===== src/rtl/axi_arb_pkg.sv =====
// rtl/axi_arb_pkg.sv - FSM state types and round-robin helper shared by axi_rr_arbiter
package axi_arb_pkg;

  typedef enum logic [1:0] {
    R_IDLE = 2'd0,
    R_ADDR = 2'd1,
    R_DATA = 2'd2
  } rd_state_t;

  typedef enum logic [1:0] {
    W_IDLE = 2'd0,
    W_REQ  = 2'd1,
    W_RESP = 2'd2
  } wr_state_t;

  // Position after idx in a ring of n masters; the next search starts here.
  function automatic int rr_next(input int idx, input int n);
    return (idx + 1 >= n) ? 0 : idx + 1;
  endfunction

endpackage


===== src/rtl/rr_pick.sv =====
// rtl/rr_pick.sv - combinational pick of the first requester at or after a rotating pointer
module rr_pick #(
  parameter int N     = 2,
  parameter int IDX_W = 1
) (
  input  logic [N-1:0]     req,
  input  logic [IDX_W-1:0] ptr,
  output logic             valid,
  output logic [IDX_W-1:0] idx
);

  // Walk offsets from farthest to nearest so the nearest requester is written last and wins.
  always_comb begin
    int pos;
    pos   = 0;
    valid = |req;
    idx   = '0;
    for (int k = N - 1; k >= 0; k--) begin
      pos = int'(ptr) + k;
      if (pos >= N) pos = pos - N;
      if (req[pos]) idx = IDX_W'(pos);
    end
  end

endmodule


===== src/rtl/axi_rr_arbiter.sv =====
// rtl/axi_rr_arbiter.sv - N-master to 1-slave AXI4-Lite round-robin arbiter; AXI_RR_ARB_STAT_EN adds grant counters
module axi_rr_arbiter
  import axi_arb_pkg::*;
#(
  parameter int N_MASTERS = 2,
  parameter int ADDR_W    = 32,
  parameter int DATA_W    = 32
) (
  input  logic                          clk,
  input  logic                          reset,
  input  logic [N_MASTERS-1:0]          m_arvalid,
  output logic [N_MASTERS-1:0]          m_arready,
  input  logic [N_MASTERS*ADDR_W-1:0]   m_araddr,
  output logic [N_MASTERS-1:0]          m_rvalid,
  input  logic [N_MASTERS-1:0]          m_rready,
  output logic [DATA_W-1:0]             m_rdata,
  output logic [N_MASTERS-1:0]          m_rresp,
  input  logic [N_MASTERS-1:0]          m_awvalid,
  output logic [N_MASTERS-1:0]          m_awready,
  input  logic [N_MASTERS*ADDR_W-1:0]   m_awaddr,
  input  logic [N_MASTERS-1:0]          m_wvalid,
  output logic [N_MASTERS-1:0]          m_wready,
  input  logic [N_MASTERS*DATA_W-1:0]   m_wdata,
  input  logic [N_MASTERS*DATA_W/8-1:0] m_wmask,
  output logic [N_MASTERS-1:0]          m_bvalid,
  input  logic [N_MASTERS-1:0]          m_bready,
  output logic [N_MASTERS-1:0]          m_bresp,
  output logic                          s_arvalid,
  input  logic                          s_arready,
  output logic [ADDR_W-1:0]             s_araddr,
  input  logic                          s_rvalid,
  output logic                          s_rready,
  input  logic [DATA_W-1:0]             s_rdata,
  input  logic                          s_rresp,
  output logic                          s_awvalid,
  input  logic                          s_awready,
  output logic [ADDR_W-1:0]             s_awaddr,
  output logic                          s_wvalid,
  input  logic                          s_wready,
  output logic [DATA_W-1:0]             s_wdata,
  output logic [DATA_W/8-1:0]           s_wmask,
  input  logic                          s_bvalid,
  output logic                          s_bready,
  input  logic                          s_bresp
`ifdef AXI_RR_ARB_STAT_EN
  ,
  output logic [N_MASTERS*32-1:0]       rd_grant_cnt,
  output logic [N_MASTERS*32-1:0]       wr_grant_cnt
`endif
);

  localparam int STRB_W = DATA_W / 8;
  localparam int IDX_W  = $clog2(N_MASTERS);

  rd_state_t        rd_state, rd_state_nxt;
  logic [IDX_W-1:0] r_gnt, r_ptr, r_pick_idx;
  logic             r_pick_valid;
  logic             ar_hs, r_hs;

  wr_state_t        wr_state, wr_state_nxt;
  logic [IDX_W-1:0] w_gnt, w_ptr, w_pick_idx;
  logic             w_pick_valid;
  logic             aw_done, w_done;
  logic             aw_hs, w_hs, b_hs;

  rr_pick #(.N(N_MASTERS), .IDX_W(IDX_W)) u_rd_pick (
    .req   (m_arvalid),
    .ptr   (r_ptr),
    .valid (r_pick_valid),
    .idx   (r_pick_idx)
  );

  rr_pick #(.N(N_MASTERS), .IDX_W(IDX_W)) u_wr_pick (
    .req   (m_awvalid | m_wvalid),
    .ptr   (w_ptr),
    .valid (w_pick_valid),
    .idx   (w_pick_idx)
  );

  // Slave readies are only routed out in their own phase, so these are phase-qualified.
  assign ar_hs = s_arvalid & s_arready;
  assign r_hs  = s_rvalid & s_rready;
  assign aw_hs = s_awvalid & s_awready;
  assign w_hs  = s_wvalid & s_wready;
  assign b_hs  = s_bvalid & s_bready;

  assign m_rdata = s_rdata;

  // Read state, latched grant and rotating pointer.
  always_ff @(posedge clk) begin
    if (reset) begin
      rd_state <= R_IDLE;
      r_gnt    <= '0;
      r_ptr    <= '0;
    end else begin
      rd_state <= rd_state_nxt;
      if (rd_state == R_IDLE && r_pick_valid) r_gnt <= r_pick_idx;
      if (r_hs) r_ptr <= IDX_W'(rr_next(int'(r_gnt), N_MASTERS));
    end
  end

  // Read next state: address phase, then data phase, then back to arbitration.
  always_comb begin
    rd_state_nxt = rd_state;
    case (rd_state)
      R_IDLE:  if (r_pick_valid) rd_state_nxt = R_ADDR;
      R_ADDR:  if (ar_hs)        rd_state_nxt = R_DATA;
      R_DATA:  if (r_hs)         rd_state_nxt = R_IDLE;
      default:                   rd_state_nxt = R_IDLE;
    endcase
  end

  // Read outputs: only the granted master is connected, everyone else sees zeros.
  always_comb begin
    s_arvalid = 1'b0;
    s_araddr  = '0;
    s_rready  = 1'b0;
    m_arready = '0;
    m_rvalid  = '0;
    m_rresp   = '0;
    case (rd_state)
      R_ADDR: begin
        s_arvalid        = 1'b1;
        s_araddr         = m_araddr[int'(r_gnt)*ADDR_W +: ADDR_W];
        m_arready[r_gnt] = s_arready;
      end
      R_DATA: begin
        m_rvalid[r_gnt] = s_rvalid;
        m_rresp[r_gnt]  = s_rresp;
        s_rready        = m_rready[r_gnt];
      end
      default: ;
    endcase
  end

  // Write state, latched grant, per-channel done flags and rotating pointer.
  always_ff @(posedge clk) begin
    if (reset) begin
      wr_state <= W_IDLE;
      w_gnt    <= '0;
      w_ptr    <= '0;
      aw_done  <= 1'b0;
      w_done   <= 1'b0;
    end else begin
      wr_state <= wr_state_nxt;
      if (wr_state == W_IDLE) begin
        aw_done <= 1'b0;
        w_done  <= 1'b0;
        if (w_pick_valid) w_gnt <= w_pick_idx;
      end else begin
        if (aw_hs) aw_done <= 1'b1;
        if (w_hs)  w_done  <= 1'b1;
      end
      if (b_hs) w_ptr <= IDX_W'(rr_next(int'(w_gnt), N_MASTERS));
    end
  end

  // Write next state: AW and W may finish in either order or together before B.
  always_comb begin
    wr_state_nxt = wr_state;
    case (wr_state)
      W_IDLE:  if (w_pick_valid) wr_state_nxt = W_REQ;
      W_REQ:   if ((aw_done | aw_hs) && (w_done | w_hs)) wr_state_nxt = W_RESP;
      W_RESP:  if (b_hs) wr_state_nxt = W_IDLE;
      default: wr_state_nxt = W_IDLE;
    endcase
  end

  // Write outputs: slave valids depend on state and done flags only, so they never retract.
  always_comb begin
    s_awvalid = 1'b0;
    s_awaddr  = '0;
    s_wvalid  = 1'b0;
    s_wdata   = '0;
    s_wmask   = '0;
    s_bready  = 1'b0;
    m_awready = '0;
    m_wready  = '0;
    m_bvalid  = '0;
    m_bresp   = '0;
    case (wr_state)
      W_REQ: begin
        s_awvalid        = ~aw_done;
        s_wvalid         = ~w_done;
        s_awaddr         = m_awaddr[int'(w_gnt)*ADDR_W +: ADDR_W];
        s_wdata          = m_wdata[int'(w_gnt)*DATA_W +: DATA_W];
        s_wmask          = m_wmask[int'(w_gnt)*STRB_W +: STRB_W];
        m_awready[w_gnt] = s_awready & ~aw_done;
        m_wready[w_gnt]  = s_wready & ~w_done;
      end
      W_RESP: begin
        m_bvalid[w_gnt] = s_bvalid;
        m_bresp[w_gnt]  = s_bresp;
        s_bready        = m_bready[w_gnt];
      end
      default: ;
    endcase
  end

`ifdef AXI_RR_ARB_STAT_EN
  // Per-master completion counters; they stick at all-ones rather than wrapping.
  always_ff @(posedge clk) begin
    if (reset) begin
      rd_grant_cnt <= '0;
      wr_grant_cnt <= '0;
    end else begin
      for (int i = 0; i < N_MASTERS; i++) begin
        if (r_hs && int'(r_gnt) == i && rd_grant_cnt[i*32 +: 32] != 32'hFFFF_FFFF)
          rd_grant_cnt[i*32 +: 32] <= rd_grant_cnt[i*32 +: 32] + 32'd1;
        if (b_hs && int'(w_gnt) == i && wr_grant_cnt[i*32 +: 32] != 32'hFFFF_FFFF)
          wr_grant_cnt[i*32 +: 32] <= wr_grant_cnt[i*32 +: 32] + 32'd1;
      end
    end
  end
`endif

endmodule

===== config.mk =====
export PLATFORM = sky130hd
export DESIGN_NAME = axi_rr_arbiter
export DESIGN_NICKNAME = d
export VERILOG_FILES = /design/src/rtl/axi_arb_pkg.sv /design/src/rtl/rr_pick.sv /design/src/rtl/axi_rr_arbiter.sv
export SDC_FILE = /design/constraint.sdc
export NUM_CORES = 1
export LEC_CHECK = 0
export BUFFER_PORTS_ARGS = -buffer_cell sky130_fd_sc_hd__buf_2
export CAP_MARGIN = 30
export CORE_AREA = 2 2 156 158
export DETAILED_ROUTE_END_ITERATION = 12
export DIE_AREA = 0 0 158 160
export PLACE_DENSITY = 0.45
export SETUP_SLACK_MARGIN = 0.1
export SLEW_MARGIN = 20
export SYNTH_ARGS = -nofsm -noshare
export SYNTH_HDL_FRONTEND = slang
export SYNTH_SLANG_ARGS = --single-unit

===== constraint.sdc =====
create_clock -name clk -period 1.3 [get_ports clk]
set_input_delay 0.13 -clock clk [delete_from_list [all_inputs] [get_ports clk]]
set_output_delay 0.13 -clock clk [all_outputs]
set_load 0.05 [all_outputs]

==> impl_metrics.toml <==
[clock_network]
cts_htree_levels = 1
hold_buffers = 0
clockRootBuffer = "clkbuf_16"
cts_tree = "built"
clock_path_buffers = 2
clk_latency_ns = 0.24
cts_buffers = 3
clkTransAtPathRegs_ns = 0.05
cts.sinks = 10

[global_routing]
grt_overflow_total = 0
grt_pass1_wl_um = 21800
grt_use_total = 0.112
grt_max_degree = 16
antenna_found_initial = 1
grt_pass1_vias = 3998

[sta]
drv_slew = 0
rsz0062_at_grt = "yes"
setup_viol = 119
setup_ws_ns = -0.300
final.period_utilization = 1.23
relSlewSlack = 0.800
timing.fmax_mhz = 625
fin_tns_setup_ns = -24.73
hold_viol = 0
fin_crit_ns = 1.60
worst_clock_skew_ns = 0.000479
tightestPinTransition_ns = 0.292

[logic_synthesis]
synth_area_per_cell_sq_um = 7.11
synth_area_sq_mm = 0.00238
synth_async_sr_flop_share = 0
synth_flop_cell = "dfxtp_1"
netlist_instances = 334
ys.warnings.count = 0
synth.distinct_cells = 31
synth_edf_count = 0
ys_ff_latch = 10
ys_seq_area_frac = 0.0843
syn_nets = 585

[pwr]
max-vdd-ir-drop_mv = 0.463
p_per_area_mw_per_mm2 = 782
p_total_mw = 6.50
p_leak_nw = 3.15

[route]
first_pass_iters = 4
antenna_left = 0
drtIter0Drc = 63
routed_via_density = 3.82
wire_per_inst_um = 15.9
via_count = 3895
post-route-drc-count = 0
routed_wl_um = 16200

[cells_and_area]
final_common_cell = "buf_2"
syn2layout_area_growth_pct = 250
instances_no_fill = 1019
nNetsFinal = 947
diodes = 0
drive_above_1_share = 0.938
fillCellCount = 2364
layout_common_cells = "buf_2 (220), nor2_4 (100), mux2i_4 (93), buf_6 (80), buf_8 (51)"

[setup_path]
cp.arrival_ns = 1.47
critPathTopFamily = "buffers and inverters"
critPathMaxFanout = 8
path_cells = "buf_12 > buf_6 > mux2i_4 > buf_4 > nor2_4 > buf_6"
slowest_stage = "dfxtp_4"
critical_path_required_ns = 1.17
cp-end-kind = "primary output"
start_kind = "register"
path_buf_inv = 4
crit_type = "reg2out"
worst_path_most_repeated_cell = "buf_6"
cpPeakStageDelay_ns = 0.35

[floorplanning]
die_w_um = 158
start_util = 0.0997
die_h_um = 160
die_area_sq_mm = 0.0253
fp-row-count = 57
ios = 402
core_sq_mm = 0.0238

[flow_run]
maxCapViolations = 0

[place]
place_congestion = 0.733
hpwl_um = 11700
dpl.cell_count = 985
io_buffers = 337

[min_path]
hp-class = "in2reg"

[run_status]
status = "complete, but fails checks"
violations = "negative setup slack"
-- report_power, final --
| part | switching [mW] | internal [mW] | total [mW] |
|---|---|---|---|
| Sequential | 0.0493 | 0.335 | 0.384 |
| Clock | 0.172 | 0.465 | 0.637 |
| Combinational | 2.98 | 2.50 | 5.48 |
| Total | 3.20 | 3.30 | 6.50 |
-- worst reg2reg max path: stages, from the launching register on --
cell and delay (ns):
dfxtp_4 0.35, buf_12 0.16, buf_8 0.14, mux2i_4 0.21, buf_4 0.16, or3_1 0.31
a21oi_1 0.13
-- area by class of cell --
| class | count | area, sq um | area share |
|---|---|---|---|
| clock buffers | 4 | 88.8 | 0.0107 |
| repair buffers | 415 | 3760 | 0.452 |
| well taps | 324 | 405 | 0.0488 |
| inverters | 4 | 18.8 | 0.00226 |
| multi-input cells | 262 | 3820 | 0.460 |
| flip-flops and latches | 10 | 218 | 0.0262 |
-- per-layer routing --
layer | global-route usage | routed length, um | vias to the layer above
li1 | - | - | 1850
met1 | 0.121 | 5730 | 1787
met2 | 0.220 | 8730 | 248
met3 | 0.0342 | 1620 | 8
met4 | 0.00819 | 72 | 2
met5 | 0 | 7 | -
-- logic make-up after synthesis --
family                 after synthesis  synth area share
and+or+nand+nor                    141             0.257
buffers and inverters               63             0.176
DFF                                 10            0.0843
AOI/OAI and AO/OA                   18            0.0532
muxes                              102             0.430
-- per-stage QoR --
step | cell area [sq um] | setup slack, ns | utilization | hold WS, ns
2_1_floorplan | 3250 | -0.230 | - | 0.237
3_3_place_gp | 5410 | -0.118 | 0.227 | 0.260
3_5_place_dp | 5410 | -0.128 | 0.227 | 0.260
4_1_cts | 7380 | -0.357 | 0.310 | 0.150
5_1_grt | 8310 | -0.353 | 0.349 | 0.154
6_report | 8310 | -0.300 | 0.349 | 0.148
-- Yosys cell counts, drive strengths merged (2+ instances only) --
library cell | number | area [sq um]
nor3 | 4 | 20.0
nor4b | 2 | 30.0
a21oi | 7 | 35.0
inv | 4 | 15.0
nand2 | 5 | 18.8
clkbuf | 2 | 7.51
nand2b | 3 | 18.8
mux2i | 102 | 1020
buf | 57 | 395
a2111oi | 2 | 23.8
nor2b | 4 | 27.5
and3 | 7 | 43.8
o21ai | 2 | 10.0
dfxtp | 10 | 200
nor2 | 111 | 417
-- path summary, 6_finish.rpt --
check                                  from          end  slack (ns)  depth (start not counted)
worst max-delay path                  w_gnt   s_wdata[3]       -0.30                          6
worst min-delay path              s_arready  rd_state[0]        0.15                          2
worst max register to register        w_gnt        w_ptr       -0.23                          6
worst min register to register  rd_state[1]  rd_state[0]        0.47                          1
-- sequential cells by signal, summed over array words and instances, names as in the netlist --
register  cells
w_gnt         1
w_ptr         1
r_gnt         1
aw_done       1
r_ptr         1
w_done        1
rd_state      2
wr_state      2
-- what timing repair did --
action	in CTS	in global routing
pin swaps	31	45
gates resized for setup	362	197
buffers inserted	13	8
cloned	6	5
setup endpoints to repair	122	124
(Power assumes the default switching activity.)
